[src/rtl/lsu_pkg.sv]
// Shared encodings for the load/store unit: access sizes, FSM states and
// the all-zero data word.
package lsu_pkg;

  typedef enum logic [1:0] {
    SIZE_BYTE = 2'b00,
    SIZE_HALF = 2'b01,
    SIZE_WORD = 2'b10,
    SIZE_ILL  = 2'b11
  } size_e;

  typedef enum logic [1:0] {
    ST_IDLE   = 2'b00,
    ST_ACCESS = 2'b01,
    ST_WRITE  = 2'b10,
    ST_RESP   = 2'b11
  } state_e;

  localparam logic [31:0] WORD_ZERO = 32'h0000_0000;

endpackage

[src/rtl/lsu_if.sv]
// Bus bundles around the load/store unit: core-side request/response
// handshake and the word-addressed data memory port.
interface lsu_core_if;
  logic        reqValid;
  logic        reqReady;
  logic        reqWrite;
  logic [1:0]  reqSize;
  logic        reqUnsigned;
  logic [31:0] reqAddress;
  logic [31:0] reqWriteData;
  logic        rspValid;
  logic        rspReady;
  logic [31:0] rspReadData;
  logic        rspError;

  modport master (
    output reqValid, reqWrite, reqSize, reqUnsigned, reqAddress, reqWriteData, rspReady,
    input  reqReady, rspValid, rspReadData, rspError
  );

  modport slave (
    input  reqValid, reqWrite, reqSize, reqUnsigned, reqAddress, reqWriteData, rspReady,
    output reqReady, rspValid, rspReadData, rspError
  );
endinterface

interface lsu_mem_if;
  logic [31:0] memAddress;
  logic        memWriteEnable;
  logic [31:0] memWriteData;
  logic [31:0] memReadData;

  modport master (
    output memAddress, memWriteEnable, memWriteData,
    input  memReadData
  );

  modport slave (
    input  memAddress, memWriteEnable, memWriteData,
    output memReadData
  );
endinterface

[src/rtl/lsu_lane_align.sv]
// Combinational lane logic: extracts and extends a byte/halfword from a memory
// word for loads, and merges store data into a word for read-modify-write.
module lsu_lane_align
  import lsu_pkg::*;
(
  input  logic [31:0] word_i,
  input  logic [1:0]  lane_i,
  input  size_e       size_i,
  input  logic        unsigned_i,
  input  logic [31:0] data_i,
  output logic [31:0] load_o,
  output logic [31:0] merge_o
);

  logic [7:0]  byte_sel;
  logic [15:0] half_sel;

  // NOTE: every output gets a default before the case so no latch is inferred.
  always_comb begin
    byte_sel = word_i[{lane_i, 3'b000} +: 8];
    half_sel = lane_i[1] ? word_i[31:16] : word_i[15:0];
    load_o   = word_i;
    merge_o  = data_i;
    case (size_i)
      SIZE_BYTE: begin
        load_o  = {{24{~unsigned_i & byte_sel[7]}}, byte_sel};
        merge_o = word_i;
        merge_o[{lane_i, 3'b000} +: 8] = data_i[7:0];
      end
      SIZE_HALF: begin
        load_o  = {{16{~unsigned_i & half_sel[15]}}, half_sel};
        merge_o = word_i;
        merge_o[{lane_i[1], 4'b0000} +: 16] = data_i[15:0];
      end
      default: ;
    endcase
  end

endmodule

[src/rtl/load_store_unit.sv]
// Load/store unit: turns byte-addressed byte/half/word requests into word
// accesses on the data memory, using read-modify-write for sub-word stores.
module load_store_unit
  import lsu_pkg::*;
#(
  parameter int unsigned MEM_DEPTH = 1000
) (
  input  logic       clk,
  input  logic       rst,
  lsu_core_if.slave  core,
  lsu_mem_if.master  mem
);

  state_e      state_q;
  logic        write_q;
  logic        unsigned_q;
  size_e       size_q;
  logic [29:0] index_q;
  logic [1:0]  lane_q;
  logic [31:0] wdata_q;
  logic [31:0] merge_q;
  logic [31:0] rsp_data_q;
  logic        rsp_valid_q;
  logic        rsp_error_q;

  logic        req_error_d;
  logic [31:0] load_data;
  logic [31:0] merge_data;

  always_comb begin
    case (size_e'(core.reqSize))
      SIZE_BYTE: req_error_d = 1'b0;
      SIZE_HALF: req_error_d = core.reqAddress[0];
      SIZE_WORD: req_error_d = |core.reqAddress[1:0];
      default:   req_error_d = 1'b1;
    endcase
    if ({2'b00, core.reqAddress[31:2]} >= MEM_DEPTH) req_error_d = 1'b1;
  end

  lsu_lane_align u_lane_align (
    .word_i     (mem.memReadData),
    .lane_i     (lane_q),
    .size_i     (size_q),
    .unsigned_i (unsigned_q),
    .data_i     (wdata_q),
    .load_o     (load_data),
    .merge_o    (merge_data)
  );

  assign core.reqReady    = (state_q == ST_IDLE);
  assign core.rspValid    = rsp_valid_q;
  assign core.rspReadData = rsp_data_q;
  assign core.rspError    = rsp_error_q;

  // Memory strobes decode straight from state, so an async reset kills a write at once.
  always_comb begin
    mem.memAddress     = WORD_ZERO;
    mem.memWriteEnable = 1'b0;
    mem.memWriteData   = WORD_ZERO;
    case (state_q)
      ST_ACCESS: begin
        mem.memAddress = {2'b00, index_q};
        if (write_q && size_q == SIZE_WORD) begin
          mem.memWriteEnable = 1'b1;
          mem.memWriteData   = wdata_q;
        end
      end
      ST_WRITE: begin
        mem.memAddress     = {2'b00, index_q};
        mem.memWriteEnable = 1'b1;
        mem.memWriteData   = merge_q;
      end
      default: ;
    endcase
  end

  // NOTE: sequential state uses non-blocking assignments only, under async reset.
  always_ff @(posedge clk or posedge rst) begin
    if (rst) begin
      state_q     <= ST_IDLE;
      write_q     <= 1'b0;
      unsigned_q  <= 1'b0;
      size_q      <= SIZE_BYTE;
      index_q     <= '0;
      lane_q      <= '0;
      wdata_q     <= WORD_ZERO;
      merge_q     <= WORD_ZERO;
      rsp_data_q  <= WORD_ZERO;
      rsp_valid_q <= 1'b0;
      rsp_error_q <= 1'b0;
    end else begin
      case (state_q)
        ST_IDLE: begin
          if (core.reqValid) begin
            write_q     <= core.reqWrite;
            unsigned_q  <= core.reqUnsigned;
            size_q      <= size_e'(core.reqSize);
            index_q     <= core.reqAddress[31:2];
            lane_q      <= core.reqAddress[1:0];
            wdata_q     <= core.reqWriteData;
            rsp_data_q  <= WORD_ZERO;
            rsp_error_q <= req_error_d;
            rsp_valid_q <= req_error_d;
            state_q     <= req_error_d ? ST_RESP : ST_ACCESS;
          end
        end
        ST_ACCESS: begin
          if (!write_q) begin
            rsp_data_q  <= load_data;
            rsp_valid_q <= 1'b1;
            state_q     <= ST_RESP;
          end else if (size_q == SIZE_WORD) begin
            rsp_valid_q <= 1'b1;
            state_q     <= ST_RESP;
          end else begin
            merge_q <= merge_data;
            state_q <= ST_WRITE;
          end
        end
        ST_WRITE: begin
          rsp_valid_q <= 1'b1;
          state_q     <= ST_RESP;
        end
        ST_RESP: begin
          if (core.rspReady) begin
            rsp_valid_q <= 1'b0;
            rsp_error_q <= 1'b0;
            rsp_data_q  <= WORD_ZERO;
            state_q     <= ST_IDLE;
          end
        end
        default: state_q <= ST_IDLE;
      endcase
    end
  end

endmodule
[src/flat_wrapper.sv]
// flat-port wrapper written by rule: the top's interface ports become plain ports
module load_store_unit_flat import lsu_pkg::*;
#(
  parameter int unsigned MEM_DEPTH = 1000
)
  (clk, rst, core_reqValid, core_reqWrite, core_reqSize, core_reqUnsigned, core_reqAddress, core_reqWriteData, core_rspReady, core_reqReady, core_rspValid, core_rspReadData, core_rspError, mem_memAddress, mem_memWriteEnable, mem_memWriteData, mem_memReadData);
  lsu_core_if core_i ();
  lsu_mem_if mem_i ();
  input  logic clk;
  input  logic rst;
  input wire logic [$bits(core_i.reqValid)-1:0] core_reqValid;
  input wire logic [$bits(core_i.reqWrite)-1:0] core_reqWrite;
  input wire logic [$bits(core_i.reqSize)-1:0] core_reqSize;
  input wire logic [$bits(core_i.reqUnsigned)-1:0] core_reqUnsigned;
  input wire logic [$bits(core_i.reqAddress)-1:0] core_reqAddress;
  input wire logic [$bits(core_i.reqWriteData)-1:0] core_reqWriteData;
  input wire logic [$bits(core_i.rspReady)-1:0] core_rspReady;
  output wire logic [$bits(core_i.reqReady)-1:0] core_reqReady;
  output wire logic [$bits(core_i.rspValid)-1:0] core_rspValid;
  output wire logic [$bits(core_i.rspReadData)-1:0] core_rspReadData;
  output wire logic [$bits(core_i.rspError)-1:0] core_rspError;
  output wire logic [$bits(mem_i.memAddress)-1:0] mem_memAddress;
  output wire logic [$bits(mem_i.memWriteEnable)-1:0] mem_memWriteEnable;
  output wire logic [$bits(mem_i.memWriteData)-1:0] mem_memWriteData;
  input wire logic [$bits(mem_i.memReadData)-1:0] mem_memReadData;
  assign core_i.reqValid = core_reqValid;
  assign core_i.reqWrite = core_reqWrite;
  assign core_i.reqSize = core_reqSize;
  assign core_i.reqUnsigned = core_reqUnsigned;
  assign core_i.reqAddress = core_reqAddress;
  assign core_i.reqWriteData = core_reqWriteData;
  assign core_i.rspReady = core_rspReady;
  assign core_reqReady = core_i.reqReady;
  assign core_rspValid = core_i.rspValid;
  assign core_rspReadData = core_i.rspReadData;
  assign core_rspError = core_i.rspError;
  assign mem_memAddress = mem_i.memAddress;
  assign mem_memWriteEnable = mem_i.memWriteEnable;
  assign mem_memWriteData = mem_i.memWriteData;
  assign mem_i.memReadData = mem_memReadData;
  load_store_unit #(.MEM_DEPTH(MEM_DEPTH)) u_core (.clk(clk), .rst(rst), .core(core_i), .mem(mem_i));
endmodule
[config.mk]
export PLATFORM = sky130hd
export DESIGN_NAME = load_store_unit_flat
export DESIGN_NICKNAME = d
export VERILOG_FILES = /design/src/rtl/lsu_pkg.sv /design/src/rtl/lsu_if.sv /design/src/rtl/lsu_lane_align.sv /design/src/rtl/load_store_unit.sv /design/src/flat_wrapper.sv
export SDC_FILE = /design/constraint.sdc
export NUM_CORES = 1
export LEC_CHECK = 0
export BUFFER_PORTS_ARGS = -buffer_cell sky130_fd_sc_hd__buf_4
export CAP_MARGIN = 20
export CELL_PAD_IN_SITES_DETAIL_PLACEMENT = 1
export CELL_PAD_IN_SITES_GLOBAL_PLACEMENT = 2
export CORE_MARGIN = 2
export CORE_UTILIZATION = 28
export CTS_CLUSTER_DIAMETER = 60
export DETAILED_ROUTE_END_ITERATION = 10
export GPL_TIMING_DRIVEN = 1
export PLACE_DENSITY = 0.67
export SYNTH_ARGS = -nofsm -noshare
export SYNTH_HDL_FRONTEND = slang
export SYNTH_HIERARCHICAL = 1
export SYNTH_SLANG_ARGS = --single-unit
export TNS_END_PERCENT = 30
[constraint.sdc]
create_clock -name clk -period 7.2 [get_ports clk]
set_input_delay 0.36 -clock clk [delete_from_list [all_inputs] [get_ports clk]]
set_output_delay 0.36 -clock clk [all_outputs]
set_load 0.005 [all_outputs]
### After elaboration in Yosys (flattened, before gate mapping)

Cells that the tools add are included.
W data, S select, Z words.

| cells by class | value |
|---|---|
| bitwise gates (word level) | 4 |
| equality and inequality tests | 11 |
| reduce and logical (&&, ||, !) cells | 14 |
| multiply operators | 0 |
| add/subtract/negate cells | 2 |
| $lt $le $gt $ge | 1 |
| div/mod/pow operators | 0 |
| shift-type cells | 5 |
| multiplexer cells | 28 |

Operators by type and width:

| operator | count |
|---|---|
| $pmux W32 S2 | 3 |
| $mux W32 | 4 |
| $pmux W32 S3 | 1 |
| $bwmux W32 | 2 |
| $shift A16 B7 Y32 const A | 1 |
| $shift A8 B7 Y32 const A | 1 |
| $shiftx A16 B7 Y32 | 1 |
| $shiftx A32 B6 Y8 | 1 |
| $shiftx A8 B7 Y32 | 1 |
| $ge A30 B10 Y1 const B | 1 |
| $mux W30 | 1 |
| $mux W16 | 1 |
| $neg A5 Y7 | 2 |
| $reduce_and A3 Y1 | 3 |
| $eq A2 B2 Y1 const B | 4 |
| $mux W2 | 4 |
| $pmux W2 S4 | 1 |
| $mux W1 | 7 |
| $eq A2 B1 Y1 const B | 3 |
| $logic_not A2 Y1 | 3 |
| $ne A2 B2 Y1 const B | 3 |
| $pmux W1 S2 | 2 |
| $pmux W1 S4 | 1 |
| $reduce_and A2 Y1 | 2 |
| other kinds (9) | 12 |

| storage, ports and cells | value |
|---|---|
| memories kept | 0 |
| RAM bits | 0 |
| ROM bits | 0 |
| register bits after elaboration | 136 |
| logic and storage cells | 76 |
| latch bits | 0 |

### Depth between registers and ports, before layout

| depth | value |
|---|---|
| depth after elaboration | 6 |
| mapped depth | 10 |
| mapped depth without buffers | 7 |

### By module

Netlist, hierarchy kept.

Modules (own cells, without submodules):

| module | area each (µm²) | cells each | times used | seq. area each (µm²) |
|---|---|---|---|---|
| load_store_unit | 6010.8 | 447 | 1 | 3403.3 |
| lsu_lane_align | 1916.8 | 307 | 1 | 0.0 |

### Worst setup path after synthesis

Ideal clock, no wire load.

| timing path | value |
|---|---|
| kind | register -> register |
| start point | reg u_core.lane_q[1] |
| end point | reg u_core.merge_q[20] |
| buffers on the path | 3 |
| path slack | 4837 ps |
| stages on the path, launching flop included | 11 |
| period minus slack after synthesis | 2363 ps |
| required time | 7075 ps |
| arrival time | 2238 ps |
| path through | dfrtp_1 > buf_2 > inv_1 > clkbuf_1 > ha_1 > nor2_1 > and4_1 > clkbuf_1 > a221oi_1 > nor2_1 > mux2_2 |

| on the way | value |
|---|---|
| cells in the longest elaborated chain, start to end | 4 |
| elaborated cells between the ends (all ways) | 9 |
| those cells by class | add/sub: 2; shift: 4; mux: 3 |

RTL lines:

| element | RTL line | text |
|---|---|---|
| from (decl) | load_store_unit.sv:19 | `logic [1:0] lane_q;` |
| from (signal assigned) | load_store_unit.sv:99 | `lane_q <= core.reqAddress[1:0];` |
| $neg A5 Y7 (on tied branches) | lsu_lane_align.sv:33, lsu_lane_align.sv:28 |  |
| $shiftx A16 B7 Y32, or another cell as far along | lsu_lane_align.sv:33 | `merge_o[{lane_i[1], 4'b0000} +: 16] = data_i[15:0];` |
| $bwmux W32 (on tied branches) | lsu_lane_align.sv:33, lsu_lane_align.sv:28 |  |
| $pmux W32 S2 * | lsu_lane_align.sv:24 | `case (size_i)` |
| net u_core.merge_data[20] | load_store_unit.sv:28 | `logic [31:0] merge_data;` |
| to (signal assigned) | load_store_unit.sv:116 | `merge_q <= merge_data;` |
| to (decl) | load_store_unit.sv:21 | `logic [31:0] merge_q;` |

Mark *: on every way through the listed nets, which the timed path passes. The rest lies on a longest branch.
A chain may end at the register's enable or synchronous reset.

### Worst setup path in the final report

| timing path | value |
|---|---|
| start point | reg u_core.state_q[1] |
| end point | out mem_memWriteData[18] |

| on the way | value |
|---|---|
| cells in the longest elaborated chain, start to end | 2 |
| elaborated cells between the ends (all ways) | 3 |
| those cells by class | eq/ne: 2; mux: 1 |

RTL lines:

| element | RTL line | text |
|---|---|---|
| from (decl) | load_store_unit.sv:14 | `state_e state_q;` |
| from (signal assigned) | load_store_unit.sv:104 | `state_q <= req_error_d ? ST_RESP : ST_ACCESS;` |
| $eq A2 B2 Y1 or $eq A2 B1 Y1 (tied branches) | load_store_unit.sv:60 | `case (state_q)` |
| $pmux W32 S2 * | load_store_unit.sv:60 |  |
| to (decl) | flat_wrapper.sv:24 | `output wire logic [$bits(mem_i.memWriteData)-1:0] mem_memWriteData;` |

Every way passes the cells marked *; elsewhere a longest branch is shown, timed or not.

==> run metrics <==
Synth Warn # 6; WHS 0.05716 ns; outcome complete, no violations; GRT Overall Usage 0.1912; setup slack at placement 4.274 ns; most common cell after layout, fill and taps aside buf_4; max_cap viols 0; min Tclk post-route 3.132 ns; layout cells sized above 1 0.4081; CP Class register to output pin; unrepaired setup endpoints after global routing no; post-synth cell types 62; 1st-pass router iterations 5; hpwl dp 20100 um; Worst R2R Setup Slack 4.35 ns; worst r2r dst u_core/core.rspReadData[20]$_DFFE_PP0P_; Worst EP arrival 2.77 ns; Yosys top cell area share 0.4293; Worst-path clk slew 0.06 ns; vias per inst 5.130; R2R Path Start u_core/state_q[1]$_DFFE_PP0P_; total gr overflow 0; Pins Over Slew Limit 0; Synth Instances 754; first-pass GRT wire length 42260 um; clock sink count 136; initial antenna violation count 1; CTS Root Cell clkbuf_16; remaining antenna violation count 0; CTS HTree Levels 4; Max-slew headroom 0.3081; setup slack after layout 4.068 ns; Synth async-reset ratio 1.000; Clock Skew 0.008300 ns; Routed WL 28290 um; endpoints failing setup 0; syn avg cell area 10.51 um^2; Die Area 29680 um^2; register area share after synthesis 0.4293; core area 27860 um^2; WL/cell 21.53 um; maximum number of pins on one net before global-route repair 73; Hold Buf Count CTS 0; Final Hold Fails 0; Antenna Cells 0; row count 61; Chip Width 172.3 um; startpoint types register; cell taking the most area after synthesis dfrtp_1; FF-to-FF path depth 6; placed insts 1282; EDFF count, synth 0; initial drt markers 413; Starting Density 0.2846; # IOs 204; most frequent cells in the layout buf_4 (210), dfrtp_1 (135), mux2_2 (108); clk buf depth 2; Port Buffer Count 201; Post-Syn Area 7928 um^2; RePlAce Congestion 0.7834; CP required 6.84 ns; Fin Setup TNS 0 ns; Fmax 319.3 MHz; Multi-input gate area 4075 um^2; fin crit share 0.4349; Hold Path Class input pin to async pin; layout net count 1037; leakage power 4.641 nW; top cells by area, synth dfrtp_1 (43%), mux2_2 (15%), a22o_1 (4.9%); Post-CTS Setup Inserts 0; #FFs+latches synth 136; Die Ht 172.3 um; Max Fanout on Critical Path 34; Num CTS Buffers 17; CP Capture Type output pin; post-cts resize count 0; routed vias 6741; Residual DRC 0; cell area power density 469.3 nW/um^2; Worst Max-Slew Pin Slew 1.033 ns; vias in the first global route 6810; fill count 3173; later-pin clock latency in the skew report 0.43 ns; ys flop type dfrtp_1; storage element area 3405 um^2; synth-to-layout area growth 28.93%; Finished Layout Cells 1314; peak supply drop 0.1998 mV; CTS tree yes
==> final cells by class <==
| class | count | share of cell area |
|---|---|---|
| Sequential cell | 136 | 0.3331 |
| Multi-Input combinational cell | 540 | 0.3987 |
| Clock inverter | 15 | 0.01897 |
| Tap cell | 378 | 0.04627 |
| Inverter | 18 | 0.007100 |
| Timing Repair Buffer | 210 | 0.1542 |
| Clock buffer | 17 | 0.04162 |
==> sequential cells by signal, indices dropped and copies added (netlist names) <==
| name | cells |
|---|---|
| u_core/lane_q | 2 |
| u_core/state_q | 2 |
| u_core/index_q | 30 |
| u_core/write_q | 1 |
| u_core/unsigned_q | 1 |
| u_core/core.rspError | 1 |
| u_core/merge_q | 32 |
| u_core/core.rspReadData | 32 |
| u_core/wdata_q | 32 |
| u_core/core.rspValid | 1 |
| u_core/size_q | 2 |
==> cell usage after synthesis (2+ instances only) <==
library cell / number
a22o_1: 44
nor2b_1: 9
a31oi_1: 2
mux2_2: 108
a222oi_1: 8
mux2i_1: 10
and2_1: 30
a221o_1: 12
ha_1: 10
or2_2: 3
nor2_1: 65
buf_4: 5
clkbuf_8: 7
a211o_1: 3
o22ai_1: 2
o21ai_0: 30
nor2_4: 2
buf_1: 2
o211ai_1: 3
nor4_1: 5
a21oi_1: 21
a221oi_1: 8
buf_2: 6
nand2_1: 61
a21oi_2: 10
dfrtp_1: 136
and4_1: 2
nand2b_1: 9
nand2_2: 2
inv_1: 17
buf_6: 9
clkbuf_1: 32
a22oi_1: 46
o2bb2ai_1: 7
==> layer usage <==
metal	part of all wire	global-route usage
met5	0.00046	0
met3	0.061	0.04028
met2	0.46	0.2988
met1	0.47	0.2700
met4	0.011	0.04640
==> worst max path at each step <==
stage                                              from                                      end  slack [ns]  cells after the start
after floorplan                                     rst         u_core/core.rspError$_DFFE_PP0P_        3.20                      1
after global placement    u_core/state_q[1]$_DFFE_PP0P_  u_core/core.rspReadData[14]$_DFFE_PP0P_        4.32                      6
after detailed placement  u_core/state_q[1]$_DFFE_PP0P_   u_core/core.rspReadData[6]$_DFFE_PP0P_        4.27                      6
after CTS                 u_core/state_q[1]$_DFFE_PP0P_                      mem_memWriteData[2]        3.93                      5
after global routing      u_core/state_q[1]$_DFFE_PP0P_                     mem_memWriteData[10]        3.79                      5
final                     u_core/state_q[1]$_DFFE_PP0P_                     mem_memWriteData[18]        4.07                      5
==> critical path, stage by stage (launching register included) <==
cell and delay [ns]:
dfrtp_1 0.39, inv_1 0.11, ha_1 0.90, inv_2 0.50, nor2_1 0.29, buf_4 0.15
==> metrics by stage <==
stage	instance area, um^2	power, mW	util
finish	10220	4.797	0.3669
global route	10220	5.155	0.3669
CTS	10220	4.859	0.3669
detailed placement	9602	3.884	0.3447
global placement	9602	3.853	0.3447
floorplan	7931	3.003	-
==> kinds of logic after synthesis <==
logic type,after synthesis,synth area share
multiplexers,118,0.1660
other,1,0.0004730
AND/OR/NAND/NOR,201,0.1258
flip-flops,136,0.4293
AO/OA/AOI/OAI,209,0.2045
adder cells (fa/ha/maj),10,0.01578
buffers and inverters,79,0.05808
==> power by group <==
part / total [mW] / switching, mW / leakage [nW] / internal, mW
Combinational: 2.46 / 1.30 / 2.65 / 1.15
Sequential: 1.40 / 0.303 / 1.69 / 1.09
Clock: 0.946 / 0.391 / 0.298 / 0.555
Total: 4.80 / 2.00 / 4.64 / 2.80
No activity file was read; power rests on OpenSTA's default activity.
